$ cat config.mk
export PLATFORM = sky130hd
export DESIGN_NAME = addsub_serial
export DESIGN_NICKNAME = d
export VERILOG_FILES = /design/src/rtl/addsub_serial.sv
export SDC_FILE = /design/constraint.sdc
export NUM_CORES = 1
export LEC_CHECK = 0
export CORE_ASPECT_RATIO = 0.8
export CORE_UTILIZATION = 51
export DETAILED_ROUTE_END_ITERATION = 12
export GPL_ROUTABILITY_DRIVEN = 0
export PLACE_DENSITY = 0.77
export SETUP_SLACK_MARGIN = 0.05
export SLEW_MARGIN = 20
export SYNTH_ARGS = -nofsm -noshare
export SYNTH_HDL_FRONTEND = slang
export SYNTH_SLANG_ARGS = --single-unit
$ cat constraint.sdc
create_clock -name clk -period 2.88 [get_ports clk]
set_input_delay 0.864 -clock clk [delete_from_list [all_inputs] [get_ports clk]]
set_output_delay 0.864 -clock clk [all_outputs]
set_load 0.1 [all_outputs]
$ cat src/rtl/addsub_serial.sv
// addsub_serial: digit-serial two's-complement add/subtract with valid/ready handshake.
// Processes a WIDTH-bit operand pair CHUNK bits per clock (WIDTH/CHUNK RUN cycles).
// Optional feature: define ADDSUB_SAT_EN to clamp the result on signed overflow.
module addsub_serial #(
  parameter int unsigned WIDTH = 6,
  parameter int unsigned CHUNK = 2
) (
  input  logic             clk,
  input  logic             reset_n,
  input  logic             in_valid,
  output logic             in_ready,
  input  logic [WIDTH-1:0] x,
  input  logic [WIDTH-1:0] y,
  input  logic             sel,
  output logic             out_valid,
  input  logic             out_ready,
  output logic [WIDTH-1:0] sum,
  output logic             cout,
  output logic             overflow,
  output logic             zero
);

  localparam int unsigned N  = (CHUNK == 0) ? 1 : WIDTH / CHUNK;
  localparam int unsigned CW = (N > 1) ? $clog2(N) : 1;
  localparam logic [CW-1:0] LAST_CNT = CW'(N - 1);

  localparam logic [1:0] IDLE = 2'd0;
  localparam logic [1:0] RUN  = 2'd1;
  localparam logic [1:0] DONE = 2'd2;

  if (CHUNK < 1 || WIDTH < 2 || (WIDTH % CHUNK) != 0) begin : g_param_err
    $error("addsub_serial: WIDTH must be >= 2 and a multiple of CHUNK");
  end

  logic [1:0]       state_q, state_d;
  logic [WIDTH-1:0] a_q, a_d;
  logic [WIDTH-1:0] b_q, b_d;       // holds y already inverted for subtraction
  logic             carry_q, carry_d;
  logic [CW-1:0]    cnt_q, cnt_d;
  logic [WIDTH-1:0] sum_q, sum_d;
  logic             cout_q, cout_d;
  logic             ovf_q, ovf_d;
  logic             zero_q, zero_d;

  logic [CHUNK:0]   slice_sum;
  logic [WIDTH-1:0] raw_nxt;
  logic [WIDTH-1:0] fin_sum;
  logic             c_msb_in;
  logic             c_out;
  logic             ovf_nxt;

  // Per-cycle CHUNK-bit adder on the current slice, plus final flag/result derivation.
  always_comb begin
    slice_sum = {1'b0, a_q[int'(cnt_q) * int'(CHUNK) +: CHUNK]}
              + {1'b0, b_q[int'(cnt_q) * int'(CHUNK) +: CHUNK]}
              + {{CHUNK{1'b0}}, carry_q};
    raw_nxt = sum_q;
    raw_nxt[int'(cnt_q) * int'(CHUNK) +: CHUNK] = slice_sum[CHUNK-1:0];
    c_out = slice_sum[CHUNK];
    // Carry into the MSB recovered from the MSB's own full-adder inputs and output.
    c_msb_in = a_q[WIDTH-1] ^ b_q[WIDTH-1] ^ raw_nxt[WIDTH-1];
    ovf_nxt  = c_msb_in ^ c_out;
    fin_sum  = raw_nxt;
`ifdef ADDSUB_SAT_EN
    if (ovf_nxt) begin
      fin_sum = a_q[WIDTH-1] ? {1'b1, {(WIDTH-1){1'b0}}} : {1'b0, {(WIDTH-1){1'b1}}};
    end
`endif
  end

  // Next-state logic for the IDLE -> RUN -> DONE handshake sequencer.
  always_comb begin
    state_d = state_q;
    a_d     = a_q;
    b_d     = b_q;
    carry_d = carry_q;
    cnt_d   = cnt_q;
    sum_d   = sum_q;
    cout_d  = cout_q;
    ovf_d   = ovf_q;
    zero_d  = zero_q;
    case (state_q)
      IDLE: begin
        if (in_valid) begin
          a_d     = x;
          b_d     = y ^ {WIDTH{sel}};
          carry_d = sel;  // +1 completes the two's-complement negate
          cnt_d   = '0;
          state_d = RUN;
        end
      end
      RUN: begin
        sum_d   = raw_nxt;
        carry_d = c_out;
        cnt_d   = cnt_q + CW'(1);
        if (cnt_q == LAST_CNT) begin
          sum_d   = fin_sum;
          cout_d  = c_out;
          ovf_d   = ovf_nxt;
          zero_d  = (fin_sum == '0);
          cnt_d   = '0;
          state_d = DONE;
        end
      end
      DONE: begin
        if (out_ready) begin
          state_d = IDLE;
        end
      end
      default: state_d = IDLE;
    endcase
  end

  // State and datapath registers with synchronous active-low reset.
  always_ff @(posedge clk) begin
    if (!reset_n) begin
      state_q <= IDLE;
      a_q     <= '0;
      b_q     <= '0;
      carry_q <= 1'b0;
      cnt_q   <= '0;
      sum_q   <= '0;
      cout_q  <= 1'b0;
      ovf_q   <= 1'b0;
      zero_q  <= 1'b0;
    end else begin
      state_q <= state_d;
      a_q     <= a_d;
      b_q     <= b_d;
      carry_q <= carry_d;
      cnt_q   <= cnt_d;
      sum_q   <= sum_d;
      cout_q  <= cout_d;
      ovf_q   <= ovf_d;
      zero_q  <= zero_d;
    end
  end

  assign in_ready  = (state_q == IDLE);
  assign out_valid = (state_q == DONE);
  assign sum       = sum_q;
  assign cout      = cout_q;
  assign overflow  = ovf_q;
  assign zero      = zero_q;

endmodule

== Yosys cells after proc, flatten, opt, wreduce, memory -nomap -nowiden ==
Cells that the tools add are included.
Word-level totals
  flip-flop bits (word level): 26
  input port bits: 17
  word-level logic and storage cells: 44
Cells by class
  add/sub/neg operators: 4
  eq/ne operators: 6
  shift-type cells: 4
  multiplexer cells: 10
  bitwise logic cells: 4
  reduce and logical (&&, ||, !) cells: 7
Operator list (number)
  $neg A3 Y33: 1
  $shift A2 B33 Y6 const A: 1
  $shiftx A2 B33 Y6: 1
  $shiftx A6 B4 Y2: 2
  $mux W2: 5
  $bwmux W6: 1
  $logic_not A6 Y1: 1
  $pmux W2 S3: 1
  $reduce_and A2 Y1: 3
  $xor A6 B6 Y6: 1
  $eq A2 B2 Y1 const B: 2
  $ne A2 B2 Y1 const B: 2
  $pmux W2 S2: 1
  $add A2 B2 Y3: 1
  $add A3 B1 Y3: 1
  $reduce_and A3 Y1: 1
  $xor A1 B1 Y1: 3
  $add A2 B1 Y2 const B: 1
  $eq A2 B1 Y1 const B: 1
  $logic_not A2 Y1: 1
  $ne A2 B1 Y1 const B: 1
  $pmux W1 S2: 1
  $reduce_bool A2 Y1: 1
  $mux W1: 1

== Depth between registers and ports, before layout ==
  word-level depth: 7
  gate-level depth with buffers: 10

== Worst setup path after synthesis ==
OpenSTA, ideal clock, no wires.
  kind: register -> register
  start: reg cnt_q[1]
  end: reg ovf_q, in the netlist overflow
  setup time: 0.122 ns
  arrival: 2.462 ns
  data required time: 2.758 ns
  slack: 0.296 ns
  cell stages (with the launch flop): 11
  cells stage by stage: dfxtp_1 > clkbuf_1 > mux2i_1 > o22ai_1 > fa_1 > inv_1 > fa_1 > nor4b_2 > mux2i_2 > xnor2_1 > a21oi_1
Between the ends
  word-level cells in the longest chain between the ends: 7
  elaborated cells on any way between the ends: 12
Ends and longest elaborated chain
  start: declaration: line 39  | logic [CW-1:0] cnt_q, cnt_d;
  start signal: assignment: line 131  | cnt_q <= cnt_d;
  $shiftx A6 B4 Y2 (on tied branches): line 54, 55
  $add A2 B2 Y3: line 55  | + {1'b0, b_q[int'(cnt_q) * int'(CHUNK) +: CHUNK]}
  $add A3 B1 Y3: line 56  | + {{CHUNK{1'b0}}, carry_q};
  $shiftx A2 B33 Y6: line 58  | raw_nxt[int'(cnt_q) * int'(CHUNK) +: CHUNK] = slice_sum[CHUNK-1:0];
  $bwmux W6: line 58
  $xor A1 B1 Y1: line 61  | c_msb_in = a_q[WIDTH-1] ^ b_q[WIDTH-1] ^ raw_nxt[WIDTH-1];
  $xor A1 B1 Y1: line 62  | ovf_nxt = c_msb_in ^ c_out;
  end signal: assignment: line 134  | ovf_q <= ovf_d;
  end: declaration: line 42  | logic ovf_q, ovf_d;
Parallel ways exist; a longest one is shown, timed or not.
A chain may end at the register's enable or synchronous reset.

== Worst setup path after layout ==
Ends and elaborated chain as after synthesis.

==> impl_metrics.env <==
export IMPL_ant_nets=0
export IMPL_max_vdd_ir_drop_mv=0.362
export IMPL_via_per_inst=5.44
export IMPL_wl_per_cell_um=13.5
export IMPL_rows=16
export IMPL_critPathMaxStageDelay_ns=0.46
export IMPL_dieArea_um2=2990
export IMPL_crit_slowest_cell="dfxtp_1"
export IMPL_setup_ws_ns=0.406
export IMPL_dp_hpwl_mm=2.13
export IMPL_firstDrtPassIters=4
export IMPL_synth_nets=172
export IMPL_holdBufCountCts=0
export IMPL_rsz0062_at_grt="false"
export IMPL_slew_violations=0
export IMPL_critical_path_most_common_cell="fa_1"
export IMPL_start_kind="flop"
export IMPL_dp_slack_ns=0.391
export IMPL_whs_ns=0.481
export IMPL_powerDensity_nw_per_um2=473
export IMPL_synthMuxAreaShare_pct=4.52
export IMPL_fmax_mhz=404
export IMPL_hold_path_class="flop to flop"
export IMPL_max_cap_violations=0
export IMPL_mostFrequentLayoutCells="nand2_1, dfxtp_1, clkdlybuf4s50_1, buf_4"
export IMPL_seq_area_frac_synth_pct=36.8
export IMPL_yosysWarnings=0
export IMPL_antenna_found_initial=0
export IMPL_syn_inst=148
export IMPL_port_buffers=27
export IMPL_crit_path_end_kind="flop"
export IMPL_period_minus_slack_ns=2.47
export IMPL_tightest_slew_ns=0.811
export IMPL_setup_worst_path_class="flop to flop"
export IMPL_mostFrequentLayoutCell="nand2_1"
export IMPL_initialDrtViolationCount=30
export IMPL_cts_buffers_inserted=3
export IMPL_critical_path_top_delay_family="adder cells"
export IMPL_ys_types=37
export IMPL_clock_latency_ns=0.33
export IMPL_die_height_um=49.1
export IMPL_grt_pass1_vias=1029
export IMPL_die_w_um=60.8
export IMPL_syn_area_um2=1410
export IMPL_cts_tree="built"
export IMPL_wl_mm=2.83
export IMPL_htreeDepth=1
export IMPL_synth_top_family_by_area="simple AND/OR/NAND/NOR gates"
export IMPL_hold_viol=0
export IMPL_grt_usage_pct=21.2
export IMPL_critPathArrivalTime_ns=2.70
export IMPL_cts_resized=0
export IMPL_yosys_area_share_simple_pct=20.9
export IMPL_leakagePower_nw=0.718
export IMPL_final_layout_size_suffix_gt1_share_pct=14.5
export IMPL_crit_buf_inv=1
export IMPL_synth_seq_cells=26
export IMPL_post_route_period_util_pct=85.9
export IMPL_num_vias=1137
export IMPL_cp_required_ns=3.10
export IMPL_synth_xor_area_share_pct=5.58
export IMPL_coreArea_um2=2540
export IMPL_outcome="finished, final reports clean"
export IMPL_clock_path_buffers=2
export IMPL_cts_sinks=26
export IMPL_drcViolationCount=0
export IMPL_root_buffer="clkbuf_4"
export IMPL_clkTransAtPathRegs_ns=0.13
export IMPL_max_slew_margin_rel_pct=45.8
export IMPL_cp_max_fo=4
export IMPL_setup_viol_count_final=0
export IMPL_grt_max_degree=27
export IMPL_final_nets=198
export IMPL_clock_skew_ns=0.00167
export IMPL_grt_pass1_wl_mm=4.75
export IMPL_start_util_pct=55.6
export IMPL_tns_ns=0
export IMPL_area_growth_pct=20.2
export IMPL_diodes=0
export IMPL_overflow=0
export IMPL_cp_cell_sequence="mux2i_1, o22ai_1, fa_1, inv_1, fa_1, nor4b_2, mux2i_2, xnor2_1, a21oi_1"
export IMPL_synthAdderAreaFrac_pct=7.26
export IMPL_post_cts_buffers=0
export IMPL_syn_area_per_cell_um2=9.54
export IMPL_io_pins=28
export IMPL_synth_compound_area_share_pct=19.5
[worst register-to-register path, stage by stage (launching register included)]
cell,delay (ns)
dfxtp_1,0.46
mux2i_1,0.22
o22ai_1,0.11
fa_1,0.39
inv_1,0.07
fa_1,0.43
nor4b_2,0.26
mux2i_2,0.15
xnor2_1,0.19
a21oi_1,0.08
[area by class of cell]
cell class / count / area [um^2]
clock buffers: 4 / 36.3
fillers: 226 / 845
inverters: 4 / 15.0
multi-input cells: 109 / 816
flip-flops and latches: 26 / 520
well taps: 36 / 45.0
repair buffers: 30 / 265
[where the power goes]
group	leakage [nW]	internal, mW	total (mW)	switching (mW)
Clock	0.0210	0.0775	0.186	0.108
Combinational	0.484	0.0898	0.217	0.127
Sequential	0.213	0.382	0.400	0.0185
[per-stage QoR]
| stage | power (mW) | cells | cell area, um^2 | utilization [%] |
|---|---|---|---|---|
| after floorplan | 0.568 | 148 | 1410 | - |
| after global placement | 0.621 | 205 | 1660 | 65.4 |
| final | 0.803 | 209 | 1700 | 66.8 |
| after detailed placement | 0.626 | 205 | 1660 | 65.4 |
| after CTS | 0.814 | 209 | 1700 | 66.8 |
| after global routing | 0.850 | 209 | 1700 | 66.8 |
[sequential cells by signal, summed over array words and instances, names as in the netlist]
name      cells
a_q           6
b_q           6
carry_q       1
cnt_q         2
cout          1
overflow      1
state_q       2
sum           6
zero          1
[cell usage after synthesis, drive strengths merged]
| cell | n | area share (%) |
|---|---|---|
| a31oi | 2 | 0.89 |
| inv | 4 | 1.1 |
| and3b | 1 | 0.62 |
| ha | 5 | 4.4 |
| a21oi | 1 | 0.35 |
| fa | 2 | 2.8 |
| or2b | 1 | 0.53 |
| nor2 | 8 | 2.3 |
| nor4b | 2 | 2.1 |
| nand3b | 1 | 0.53 |
| and2b | 1 | 0.62 |
| nand4 | 1 | 0.44 |
| a32oi | 2 | 1.2 |
| o22ai | 3 | 1.3 |
| nor4bb | 2 | 1.4 |
| nor3b | 1 | 0.89 |
| a22oi | 2 | 1.1 |
| o211a | 9 | 6.4 |
| clkbuf | 4 | 1.1 |
| and4b | 1 | 0.71 |
| nor2b | 7 | 3.1 |
| dfxtp | 26 | 37 |
| nand2b | 1 | 0.44 |
| nand2 | 27 | 7.2 |
| mux2i | 6 | 4.5 |
| xnor2 | 9 | 5.6 |
| a221oi | 1 | 0.62 |
| o21ai | 1 | 0.35 |
| buf | 5 | 3.3 |
| a21boi | 9 | 4.8 |
| o221a | 1 | 1.4 |
| o21a | 2 | 1.1 |
[logic make-up after synthesis]
kind of cell,after synthesis
buffers and inverters,13
flip-flops,26
adder cells (fa/ha/maj),7
AND/OR/NAND/NOR,54
multiplexers,6
XOR/XNOR,9
AO/OA/AOI/OAI,33
[final timing paths]
kind,from,to,slack (ns),cells past startpoint
worst min register to register,zero,zero,0.48,2
worst max-delay path,cnt_q[1],overflow,0.41,9
worst max register to register,cnt_q[1],overflow,0.41,9
worst min-delay path,zero,zero,0.48,2
[routing by layer]
| layer | global-route usage [%] | vias up | wire length (um) |
|---|---|---|---|
| met5 | 0 | - | 0 |
| met4 | 4.55 | 0 | 29 |
| met3 | 5.84 | 5 | 134 |
| met2 | 33.0 | 35 | 1280 |
| met1 | 29.0 | 532 | 1380 |
| li1 | - | 565 | - |
Note: power is estimated with default switching activity, not from simulation.
==> RTL edit (same settings) <==
Set the parameter `WIDTH` to 4 (it was 6).
--- a/src/rtl/addsub_serial.sv
+++ b/src/rtl/addsub_serial.sv
@@ -3,5 +3,5 @@
 // Optional feature: define ADDSUB_SAT_EN to clamp the result on signed overflow.
 module addsub_serial #(
-  parameter int unsigned WIDTH = 6,
+  parameter int unsigned WIDTH = 4,
   parameter int unsigned CHUNK = 2
 ) (
Interface: changed (resized sum, x and y); port bits go from 28 to 22. The function was not compared with the original's and may differ.
==> RTL edit against the original RTL <==
Worst setup slack better by 0.26 ns. Core utilization rose by 0.34 points. Routed wire length down 45%. Design area shrank 34%. Synthesized area fell by 35%. Power decreased by 24%. Sequential cell count shrank 7.
==> RTL edit: results (changes against the original RTL) <==
grt met2 use = 29.1% (-3.9 points)
complex-gate fraction of the synthesized area = 15.8% (-3.7 points)
Post-synth top cells = dfxtp_1, nand2_1, o211a_1
clk slew on worst S/H paths = 0.10 ns (-0.03 ns)
syn nets = 104 (-40%)
Internal = 408 uW (-26%)
adder-cell share of the synthesized area = 4.35% (-2.9 points)
crit-path max FO = 8 (+4)
# port buffers = 21 (-22%)
post-synthesis mux area share = 9.78% (+5.3 points)
outcome = completed
later-pin clock latency in the skew report = 0.29 ns (-0.04 ns)
Peak VDD IR = 0.482 mV (+33%)
non-filler instance count after layout = 129 (-38%)
Leak Pwr = 0.000514 uW (-28%)
worst r2r src = cnt_q$_SDFFE_PN0P_
Worst slew margin = 58.8% (+13 points)
Final Skew = 0.00283 ns (+0.00116 ns)
fraction of layout cells with a size suffix above 1 = 12.1% (-2.3 points)
Post-DP HPWL = 1120 um (-47%)
grt met3 use = 8.33% (+2.5 points)
global-route wire length before repair = 2490 um (-48%)
initial DRC count = 15 (-50%)
met1 Track Usage GR = 22.6% (-6.5 points)
dpl ws = 0.520 ns (+0.129 ns)
Seq/Total Area, Yosys = 41.3% (+4.5 points)
nets@finish = 123 (-38%)
CP max stage delay = 0.59 ns (+0.13 ns)
routed length on met1 = 767 um (-44%)
vias per inst = 5.17 (-5.0%)
number of unique standard cell types used by synthesis = 23 (-38%)
final wirelength = 1540 um (-45%)
-- RTL edit: through the flow --
step	utilization [%]	hold WS, ns
6_report	67.1	0.492
5_1_grt	67.1	0.522
4_1_cts	67.1	0.494
3_5_place_dp	65.5	0.479
3_3_place_gp	65.5	0.470
2_1_floorplan	-	0.471
-- RTL edit: cell type report --
cell class | instances | area, um^2 | share of cell area, %
multi-input cells | 61 | 484 | 43.5
flip-flops and latches | 19 | 380 | 34.2
well taps | 22 | 27.5 | 2.47
inverters | 2 | 7.51 | 0.674
clock buffers | 4 | 26.3 | 2.36
repair buffers | 21 | 188 | 16.9
-- RTL edit: kinds of logic (layout without fill, tap and decap cells) --
group                    after synthesis  in the layout
AND/OR/NAND/NOR                       26             26
flip-flops                            19             19
AO/OA/AOI/OAI                         17             17
multiplexers                           9              9
buffers and inverters                  9             27
XOR/XNOR                               7              7
adder cells (fa/ha/maj)                2              2
-- RTL edit: worst max path at each step --
stage / from / end / slack, ns
CTS: cnt_q$_SDFFE_PN0P_ / overflow$_SDFFE_PN0P_ / 0.65
finish: cnt_q$_SDFFE_PN0P_ / overflow$_SDFFE_PN0P_ / 0.66
global route: cnt_q$_SDFFE_PN0P_ / overflow$_SDFFE_PN0P_ / 0.50
global placement: in_valid / a_q[3]$_SDFFE_PN0P_ / 0.57
detailed placement: in_valid / a_q[3]$_SDFFE_PN0P_ / 0.52
floorplan: state_q[1]$_SDFFE_PN0P_ / out_valid / 0.17
-- RTL edit: power by group through the flow --
stage	Clock, uW	Combinational [uW]	Sequential (uW)
global route	152	194	303
CTS	138	181	299
finish	132	181	299
floorplan	0	107	340
detailed placement	0	180	305
global placement	0	178	305
